[config.mk]
export PLATFORM = sky130hd
export DESIGN_NAME = pipe_muldiv_ctrl
export DESIGN_NICKNAME = d
export VERILOG_FILES = /design/src/rtl/pipe_muldiv_ctrl.sv
export SDC_FILE = /design/constraint.sdc
export NUM_CORES = 1
export LEC_CHECK = 0
export CORE_MARGIN = 10
export CORE_UTILIZATION = 64
export CTS_CLUSTER_SIZE = 8
export DETAILED_ROUTE_END_ITERATION = 8
export PLACE_DENSITY_LB_ADDON = 0.1
export SLEW_MARGIN = 20
export SYNTH_ARGS = -nofsm -noshare
export SYNTH_HDL_FRONTEND = slang
export SYNTH_SLANG_ARGS = --single-unit
[constraint.sdc]
create_clock -name clk -period 9.3 [get_ports clk]
set_input_delay 2.79 -clock clk [delete_from_list [all_inputs] [get_ports clk]]
set_output_delay 2.79 -clock clk [all_outputs]
set_load 0.005 [all_outputs]
[src/rtl/pipe_muldiv_ctrl.sv]
`default_nettype none
// +----------------------------------------------------------------------------+
// | Module  : pipe_muldiv_ctrl                                                 |
// | Brief   : HI/LO owner; iterative 32-step multiply / restoring divide      |
// |           sequencer with ID stall. Define PIPE_MULDIV_FAST_MUL_EN for a     |
// |           single-cycle multiplier (divide is always iterative).            |
// | Revision: 1.0  initial release                                             |
// +----------------------------------------------------------------------------+
module pipe_muldiv_ctrl #(
    parameter int WIDTH = 32
) (
    input  logic             clk,
    input  logic             resetn,
    input  logic             start,
    input  logic [2:0]       op,
    input  logic [WIDTH-1:0] rs_val,
    input  logic [WIDTH-1:0] rt_val,
    input  logic             hilo_rd,
    input  logic             cancel,
    output logic             busy,
    output logic             stall,
    output logic             done,
    output logic [WIDTH-1:0] hi,
    output logic [WIDTH-1:0] lo
);

    localparam int              c_CW   = $clog2(WIDTH);
    localparam logic [c_CW-1:0] c_LAST = c_CW'(WIDTH - 1);

    localparam logic [1:0] c_IDLE = 2'd0;
    localparam logic [1:0] c_RUN  = 2'd1;
    localparam logic [1:0] c_FIX  = 2'd2;

    localparam logic [2:0] c_OP_MTHI = 3'b100;
    localparam logic [2:0] c_OP_MTLO = 3'b101;

    logic [1:0]         r_state;
    logic [c_CW-1:0]    r_count;
    logic               r_is_div;
    logic               r_signed;
    logic               r_sign_a;
    logic               r_sign_b;
    logic [WIDTH-1:0]   r_b;
    logic [2*WIDTH-1:0] r_acc;
    logic [WIDTH-1:0]   r_rem;
    logic [WIDTH-1:0]   r_hi;
    logic [WIDTH-1:0]   r_lo;
    logic               r_done;

    logic               w_is_mul;
    logic               w_is_div;
    logic               w_is_signed;
    logic               w_neg_a;
    logic               w_neg_b;
    logic [WIDTH-1:0]   w_abs_a;
    logic [WIDTH-1:0]   w_abs_b;
    logic               w_go;
    logic               w_div0;
    logic               w_launch;
    logic [WIDTH:0]     w_add;
    logic [WIDTH:0]     w_shift;
    logic [WIDTH:0]     w_diff;
    logic               w_ge;
    logic               w_neg_q;
    logic [2*WIDTH-1:0] w_prod;
    logic [WIDTH-1:0]   w_quo;
    logic [WIDTH-1:0]   w_rem;

    assign w_is_mul    = (op[2:1] == 2'b00);
    assign w_is_div    = (op[2:1] == 2'b01);
    assign w_is_signed = ~op[0];
    assign w_neg_a     = w_is_signed & rs_val[WIDTH-1];
    assign w_neg_b     = w_is_signed & rt_val[WIDTH-1];
    assign w_abs_a     = w_neg_a ? -rs_val : rs_val;
    assign w_abs_b     = w_neg_b ? -rt_val : rt_val;

    // cancel in IDLE drops a same-cycle start entirely
    assign w_go   = start & ~cancel & (r_state == c_IDLE);
    assign w_div0 = w_go & w_is_div & (rt_val == {WIDTH{1'b0}});
`ifdef PIPE_MULDIV_FAST_MUL_EN
    logic [2*WIDTH-1:0] w_fast_mag;
    logic [2*WIDTH-1:0] w_fast_prod;
    assign w_fast_mag  = {{WIDTH{1'b0}}, w_abs_a} * {{WIDTH{1'b0}}, w_abs_b};
    assign w_fast_prod = (w_neg_a ^ w_neg_b) ? -w_fast_mag : w_fast_mag;
    assign w_launch    = w_go & w_is_div & ~w_div0;
`else
    assign w_launch    = w_go & (w_is_mul | (w_is_div & ~w_div0));
`endif

    // multiply: conditional add of the multiplicand into the upper half, then shift right
    assign w_add   = {1'b0, r_acc[2*WIDTH-1:WIDTH]} + (r_acc[0] ? {1'b0, r_b} : {(WIDTH+1){1'b0}});
    // divide: low half holds the dividend shifting out and the quotient shifting in
    assign w_shift = {r_rem, r_acc[WIDTH-1]};
    assign w_diff  = w_shift - {1'b0, r_b};
    assign w_ge    = (w_shift >= {1'b0, r_b});

    assign w_neg_q = r_signed & (r_sign_a ^ r_sign_b);
    assign w_prod  = w_neg_q ? -r_acc : r_acc;
    assign w_quo   = w_neg_q ? -r_acc[WIDTH-1:0] : r_acc[WIDTH-1:0];
    assign w_rem   = (r_signed & r_sign_a) ? -r_rem : r_rem;

    always_ff @(posedge clk) begin
        if (!resetn) begin
            r_state  <= c_IDLE;
            r_count  <= '0;
            r_is_div <= 1'b0;
            r_signed <= 1'b0;
            r_sign_a <= 1'b0;
            r_sign_b <= 1'b0;
            r_b      <= '0;
            r_acc    <= '0;
            r_rem    <= '0;
            r_hi     <= '0;
            r_lo     <= '0;
            r_done   <= 1'b0;
        end else begin
            r_done <= 1'b0;
            case (r_state)
                c_IDLE: begin
                    if (w_go && op == c_OP_MTHI) r_hi <= rs_val;
                    if (w_go && op == c_OP_MTLO) r_lo <= rs_val;
                    if (w_div0) r_done <= 1'b1;
`ifdef PIPE_MULDIV_FAST_MUL_EN
                    if (w_go && w_is_mul) begin
                        r_hi   <= w_fast_prod[2*WIDTH-1:WIDTH];
                        r_lo   <= w_fast_prod[WIDTH-1:0];
                        r_done <= 1'b1;
                    end
`endif
                    if (w_launch) begin
                        r_is_div <= w_is_div;
                        r_signed <= w_is_signed;
                        r_sign_a <= w_neg_a;
                        r_sign_b <= w_neg_b;
                        r_b      <= w_abs_b;
                        r_acc    <= {{WIDTH{1'b0}}, w_abs_a};
                        r_rem    <= '0;
                        r_count  <= '0;
                        r_state  <= c_RUN;
                    end
                end
                c_RUN: begin
                    if (cancel) begin
                        r_state <= c_IDLE;
                    end else begin
                        if (r_is_div) begin
                            r_rem <= w_ge ? w_diff[WIDTH-1:0] : w_shift[WIDTH-1:0];
                            r_acc <= {r_acc[2*WIDTH-1:WIDTH], r_acc[WIDTH-2:0], w_ge};
                        end else begin
                            r_acc <= {w_add, r_acc[WIDTH-1:1]};
                        end
                        r_count <= r_count + 1'b1;
                        if (r_count == c_LAST) r_state <= c_FIX;
                    end
                end
                c_FIX: begin
                    if (!cancel) begin
                        r_hi   <= r_is_div ? w_rem : w_prod[2*WIDTH-1:WIDTH];
                        r_lo   <= r_is_div ? w_quo : w_prod[WIDTH-1:0];
                        r_done <= 1'b1;
                    end
                    r_state <= c_IDLE;
                end
                default: r_state <= c_IDLE;
            endcase
        end
    end

    assign busy  = (r_state != c_IDLE);
    assign stall = busy & (hilo_rd | start);
    assign done  = r_done;
    assign hi    = r_hi;
    assign lo    = r_lo;

endmodule
`default_nettype wire

Yosys cells after proc, flatten, opt, wreduce, memory -nomap -nowiden
Index checks and enable logic that the tools add are counted.
{ "classes": {"add_sub_neg": 8, "order_cmp": 1, "eq_ne": 14, "muxes": 33, "bitwise": 17, "n_reduce_logical": 15} }
{ "ops": {"columns": ["cell", "count"], "rows": [
  ["$mux W32", 15],
  ["$mux W64", 4],
  ["$pmux W32 S2", 3],
  ["$neg A32 Y32", 4],
  ["$pmux W64 S2", 1],
  ["$neg A64 Y64", 1],
  ["$add A32 B32 Y33", 1],
  ["$ge A33 B32 Y1", 1],
  ["$logic_not A32 Y1", 1],
  ["$sub A32 B32 Y32", 1],
  ["$and A1 B1 Y1", 11],
  ["$mux W5", 2],
  ["$ne A2 B2 Y1 const B", 5],
  ["$pmux W5 S2", 1],
  ["$reduce_and A3 Y1", 3],
  ["$reduce_and A4 Y1", 2],
  ["$eq A3 B3 Y1 const B", 2],
  ["$mux W2", 3],
  ["$reduce_bool A2 Y1", 3],
  ["$add A5 B1 Y5 const B", 1],
  ["$eq A5 B5 Y1 const B", 1],
  ["$eq A2 B1 Y1 const B", 2],
  ["$logic_not A2 Y1", 2],
  ["$ne A2 B1 Y1 const B", 2],
  ["10 further kinds", 16]
]} }
{ "word_totals": {"regBits": 204, "output_inout_bits": 67, "word_cells": 101} }

Depth between registers and ports, before layout
{ "depth": {"word_depth": 11, "ltp_mapped": 14} }

Worst setup path before layout
OpenSTA, ideal clock, no wires.
{ "synth_path": {"path_kind": "input port to output port", "from": "in start", "to": "out stall", "arrival_ns": 2.962, "required_ns": 6.510, "slack_ns": 3.548, "stages": 1, "n_path_buf": 0, "path_cell_list": "o21a_1"} }
{ "synth_between": {"elab_chain_cells": 2} }
{ "synth_lines": {"columns": ["element", "line_no", "text"], "rows": [
  ["start: declaration", "14", "input logic start,"],
  ["$or A1 B1 Y1", "170", "assign stall = busy & (hilo_rd | start);"],
  ["$and A1 B1 Y1", "170", null],
  ["end: declaration", "21", "output logic stall,"]
]} }
No other way between the ends.

Worst setup path in the final report
Same ends and word-level chain as after synthesis.

==> results by stage <==
Run status:
- The run finished with clean final reports.

Flow run:
- The number of maximum-capacitance violations is 0.

Floorplanning:
- From left edge to right edge, the die measures 177 µm.
- The floorplan die area is 31400 µm².
- The floorplan has 57 rows.
- The core area is 24300 µm².
- The I/O pin count is 139.
- For this configuration, the core starts out at a cell density of 65.1%.
- The vertical extent of the die is 177 µm.

Layout:
- The number of antenna repair diodes is 0.
- The design area is 18100 µm².
- The synthesis-to-layout area growth is 13.9%.
- The number of standard cells in the final layout excluding fillers is 2472.
- For this run, the post-layout net count is 2289.
- Of the cells placed in the final design, the portion with a size suffix greater than 1 is 3.91%.

Clock network:
- The insertion delay of the later-clocked pin in the worst-skew pair is 0.57 ns.
- The number of clock buffers inserted by TritonCTS is 29.
- No sink is reached through more buffers than the 3 on the longest clock path.
- The clock tree root buffer cell is sky130_fd_sc_hd__clkbuf_16.
- The clock tree from TritonCTS is yes.
- For this design, the CTS-stage hold fixing added 0 buffers.
- The post-CTS setup-driven buffer insertion count is 0.
- The number of clock sinks is 204.
- The clock-pin slew on the worst setup and hold paths is 0.05 ns.
- In this run the number of H-tree levels came out at 1.
- After clock tree synthesis, the repair step resized 0 gates.

Route:
- In the final routed layout, each cell accounts on average for 22.8 µm.
- Using the TritonRoute via totals, the vias-per-cell ratio works out to 6.68.
- The met3 wire length is 5860 µm.
- The first-pass detailed-route iteration total is 8.
- The wire length on met2 is 25100 µm.
- The number of vias in the routed layout is 16500.
- In the routed design, unresolved DRC markers number 0.
- The wire length on met1 is 21500 µm.
- The first routing iteration left 2077 violations.
- The count of antenna-violating nets left after detailed routing is 0.
- The highest layer touched by signal routing is met4.
- The total wirelength of the detailed-routed design is 56300 µm.

Global routing:
- The global-route wire length before repair is 86700 µm.
- Across every metal layer, demand over resource in global routing totals 34.4%.
- The initial antenna violation count is 0.
- Entering global routing, the biggest net connects 68 pins.
- The number of global-route vias before repair was 15700.
- The overflow left after global routing is 0.

Setup path:
- The critical path endpoint is stall.
- The highest fanout seen on the critical path is 3.
- The worst register-to-register path has a setup slack of 4.75 ns.
- The critical path startpoint is start.
- STA classifies the critical path endpoint as an output port.
- The worst register-to-register path ends at r_acc[62]$_SDFFE_PN0P_.
- The critical path is of the in -> out type.
- Data arrives at the worst endpoint at 3.98 ns.
- The worst register-to-register path has a depth of 12.
- Data on the critical path is required at its endpoint by 6.51 ns.
- The kind of start point of the critical path is an input pin.
- The beginning of the worst register-to-register path is r_acc[0]$_SDFFE_PN0P_.

Min path:
- The start point of the worst min-delay path is r_count[1]$_SDFFE_PN0P_.
- The class of the most critical hold timing path is reg -> reg.

Power and ir drop:
- The power share of the clock group is 40.7%.
- Per report_power, the combinational group accounts for 19.2% of the total.
- The static power due to leakage is 7.20 nW.
- VDD sags by at most 0.141 mV.
- Of the total power, the share spent switching nets is 29.7%.
- For this design the ratio of total power to cell area is 128 nW/µm².
- The internal power consumption is 0.00162 W.
- For this design the total switching power over the nets is 0.000683 W.
- The part of the power in registers is 40.1%.

Placement:
- The count of buffers inserted at the top-level ports is 138.
- Including well taps, the total number of placed cells is 2438.
- The routability congestion estimate from global placement is 0.994.
- After legalization and detailed placement, the total HPWL measured 42300 µm.
- Before CTS, the worst setup slack after placement is 1.92 ns.
- Once placement finished, the instance area stood at 17300 µm².

Yosys:
- The number of synthesized register bits is 204.
- The synthesis warning total is 0.
- The commonest cells after synthesis are sky130_fd_sc_hd__nand2_1, sky130_fd_sc_hd__dfxtp_1, sky130_fd_sc_hd__a21oi_1, sky130_fd_sc_hd__nor2_1, sky130_fd_sc_hd__o21ai_0.
- After synthesis, the share of flip-flops with an asynchronous set or reset is 0%.
- The count of flip-flops with a built-in enable after synthesis is 0.
- The average instance in the mapped netlist occupies 7.55 µm².
- The dominant cell by count in the synthesized netlist is sky130_fd_sc_hd__nand2_1.
- The netlist uses 80 different library cells.
- Yosys attributes the largest share of cell area to sky130_fd_sc_hd__dfxtp_1, sky130_fd_sc_hd__xnor2_1, sky130_fd_sc_hd__nand2_1.
- Summed over all instances, the cell type with the most area after synthesis is sky130_fd_sc_hd__dfxtp_1.
- The synthesized netlist net count is 2242.
- The number of standard cells after synthesis is 2098.
- In this run the cell area of the synthesized design comes to 15800 µm².
- The most used flip-flop cell after synthesis is sky130_fd_sc_hd__dfxtp_1.
- Sequential cells were found to cover 25.8% of the synthesized design area.
- The top cell type's share of synthesized area is 25.8%.

STA:
- The hold violation total from the final report is 0.
- The worst max-slew margin expressed relative to the limit is 31.3%.
- The worst path needs 6.77 ns of the cycle, external delays included.
- Setup violations remaining at the end of the flow were counted as 0.
- The fmax is 0.148 GHz.
- The post-route clock period utilization is 72.8%.
- After layout, the worst setup slack is 2.53 ns.
- Clock skew on the completed layout was measured at 0.0154 ns.
- For the pin with the worst max-slew slack, the measured transition is 1.02 ns.
- After routing, the total negative slack on setup checks comes to 0 ns.
- The number of pins with negative max-slew slack in the final report is 0.
- Setup repair after global routing left no endpoint under its margin.
## worst max-delay path: stages
cell                              delay [ns]
sky130_fd_sc_hd__clkdlybuf4s50_1        0.54
sky130_fd_sc_hd__o21a_1                 0.15
sky130_fd_sc_hd__clkdlybuf4s50_1        0.50
## routing by layer
| metal | up-vias | GRT usage [%] |
|---|---|---|
| met4 | 0 | 21.3 |
| met3 | 229 | 6.82 |
| met5 | - | 0 |
| li1 | 7619 | - |
| met2 | 1008 | 55.2 |
| met1 | 7666 | 41.6 |
## cell type report
class,count,area [µm²]
multi-input cells,1684,11000
clock inverters,1,20.0
repair buffers,159,1540
inverters,67,251
clock buffers,33,741
well taps,324,405
flip-flops and latches,204,4090
fillers,1894,6270
## power groups by stage
stage                     logic, W  clock network (W)  registers [W]
after floorplan           0.000285                  0       0.000925
after global placement    0.000421                  0       0.000937
after detailed placement  0.000428                  0       0.000938
after CTS                 0.000431           0.000936       0.000921
after global routing      0.000474           0.000972       0.000923
final                     0.000443           0.000937       0.000922
## stage by stage
stage / hold slack [ns] / total power [W] / utilization [%]
floorplan: 0.445 / 0.00121 / -
global placement: 0.453 / 0.00136 / 71.1
detailed placement: 0.473 / 0.00137 / 71.1
CTS: 0.480 / 0.00229 / 74.2
global route: 0.515 / 0.00237 / 74.2
finish: 0.482 / 0.00230 / 74.2
## worst min path at each step
stage                         endpoint  cells past startpoint
6_report       r_count[1]$_SDFFE_PN0P_                      2
5_1_grt            lo[30]$_SDFFE_PN0P_                      2
4_1_cts            lo[30]$_SDFFE_PN0P_                      2
3_5_place_dp       lo[30]$_SDFFE_PN0P_                      2
3_3_place_gp   r_count[4]$_SDFFE_PN0P_                      2
2_1_floorplan  r_count[4]$_SDFFE_PN0P_                      2
## registers in the layout, summed over array words and instances, names as in the netlist
| name | flops |
|---|---|
| hi | 32 |
| r_acc | 64 |
| r_sign_b | 1 |
| r_count | 5 |
| lo | 32 |
| r_sign_a | 1 |
| r_is_div | 1 |
| r_state | 2 |
| done | 1 |
| r_rem | 32 |
| r_b | 32 |
| r_signed | 1 |
## placed cells by master (no fill, tap or decap), drive strengths merged, types with 27 or more instances in the layout
cell type        n
a211oi          27
a21boi          29
o211ai          50
nand2          244
clkbuf          33
dfxtp          204
o31ai           34
a21o            44
o211a           34
xnor2          114
nor2           163
o21ai          148
nor3            33
mux2i           55
clkdlybuf4s50  137
ha              70
or3             30
nand3           44
nor2b           56
a21oi          171
inv             67
xor2            84
## logic make-up after synthesis
logic type	synth area share (%)
flops	25.8
fa+ha+maj	5.78
xor+xnor	10.9
simple gates	21.5
compound gates	27.4
buf+inv	5.15
mux	3.48
Power figures use the tool's default switching activity.
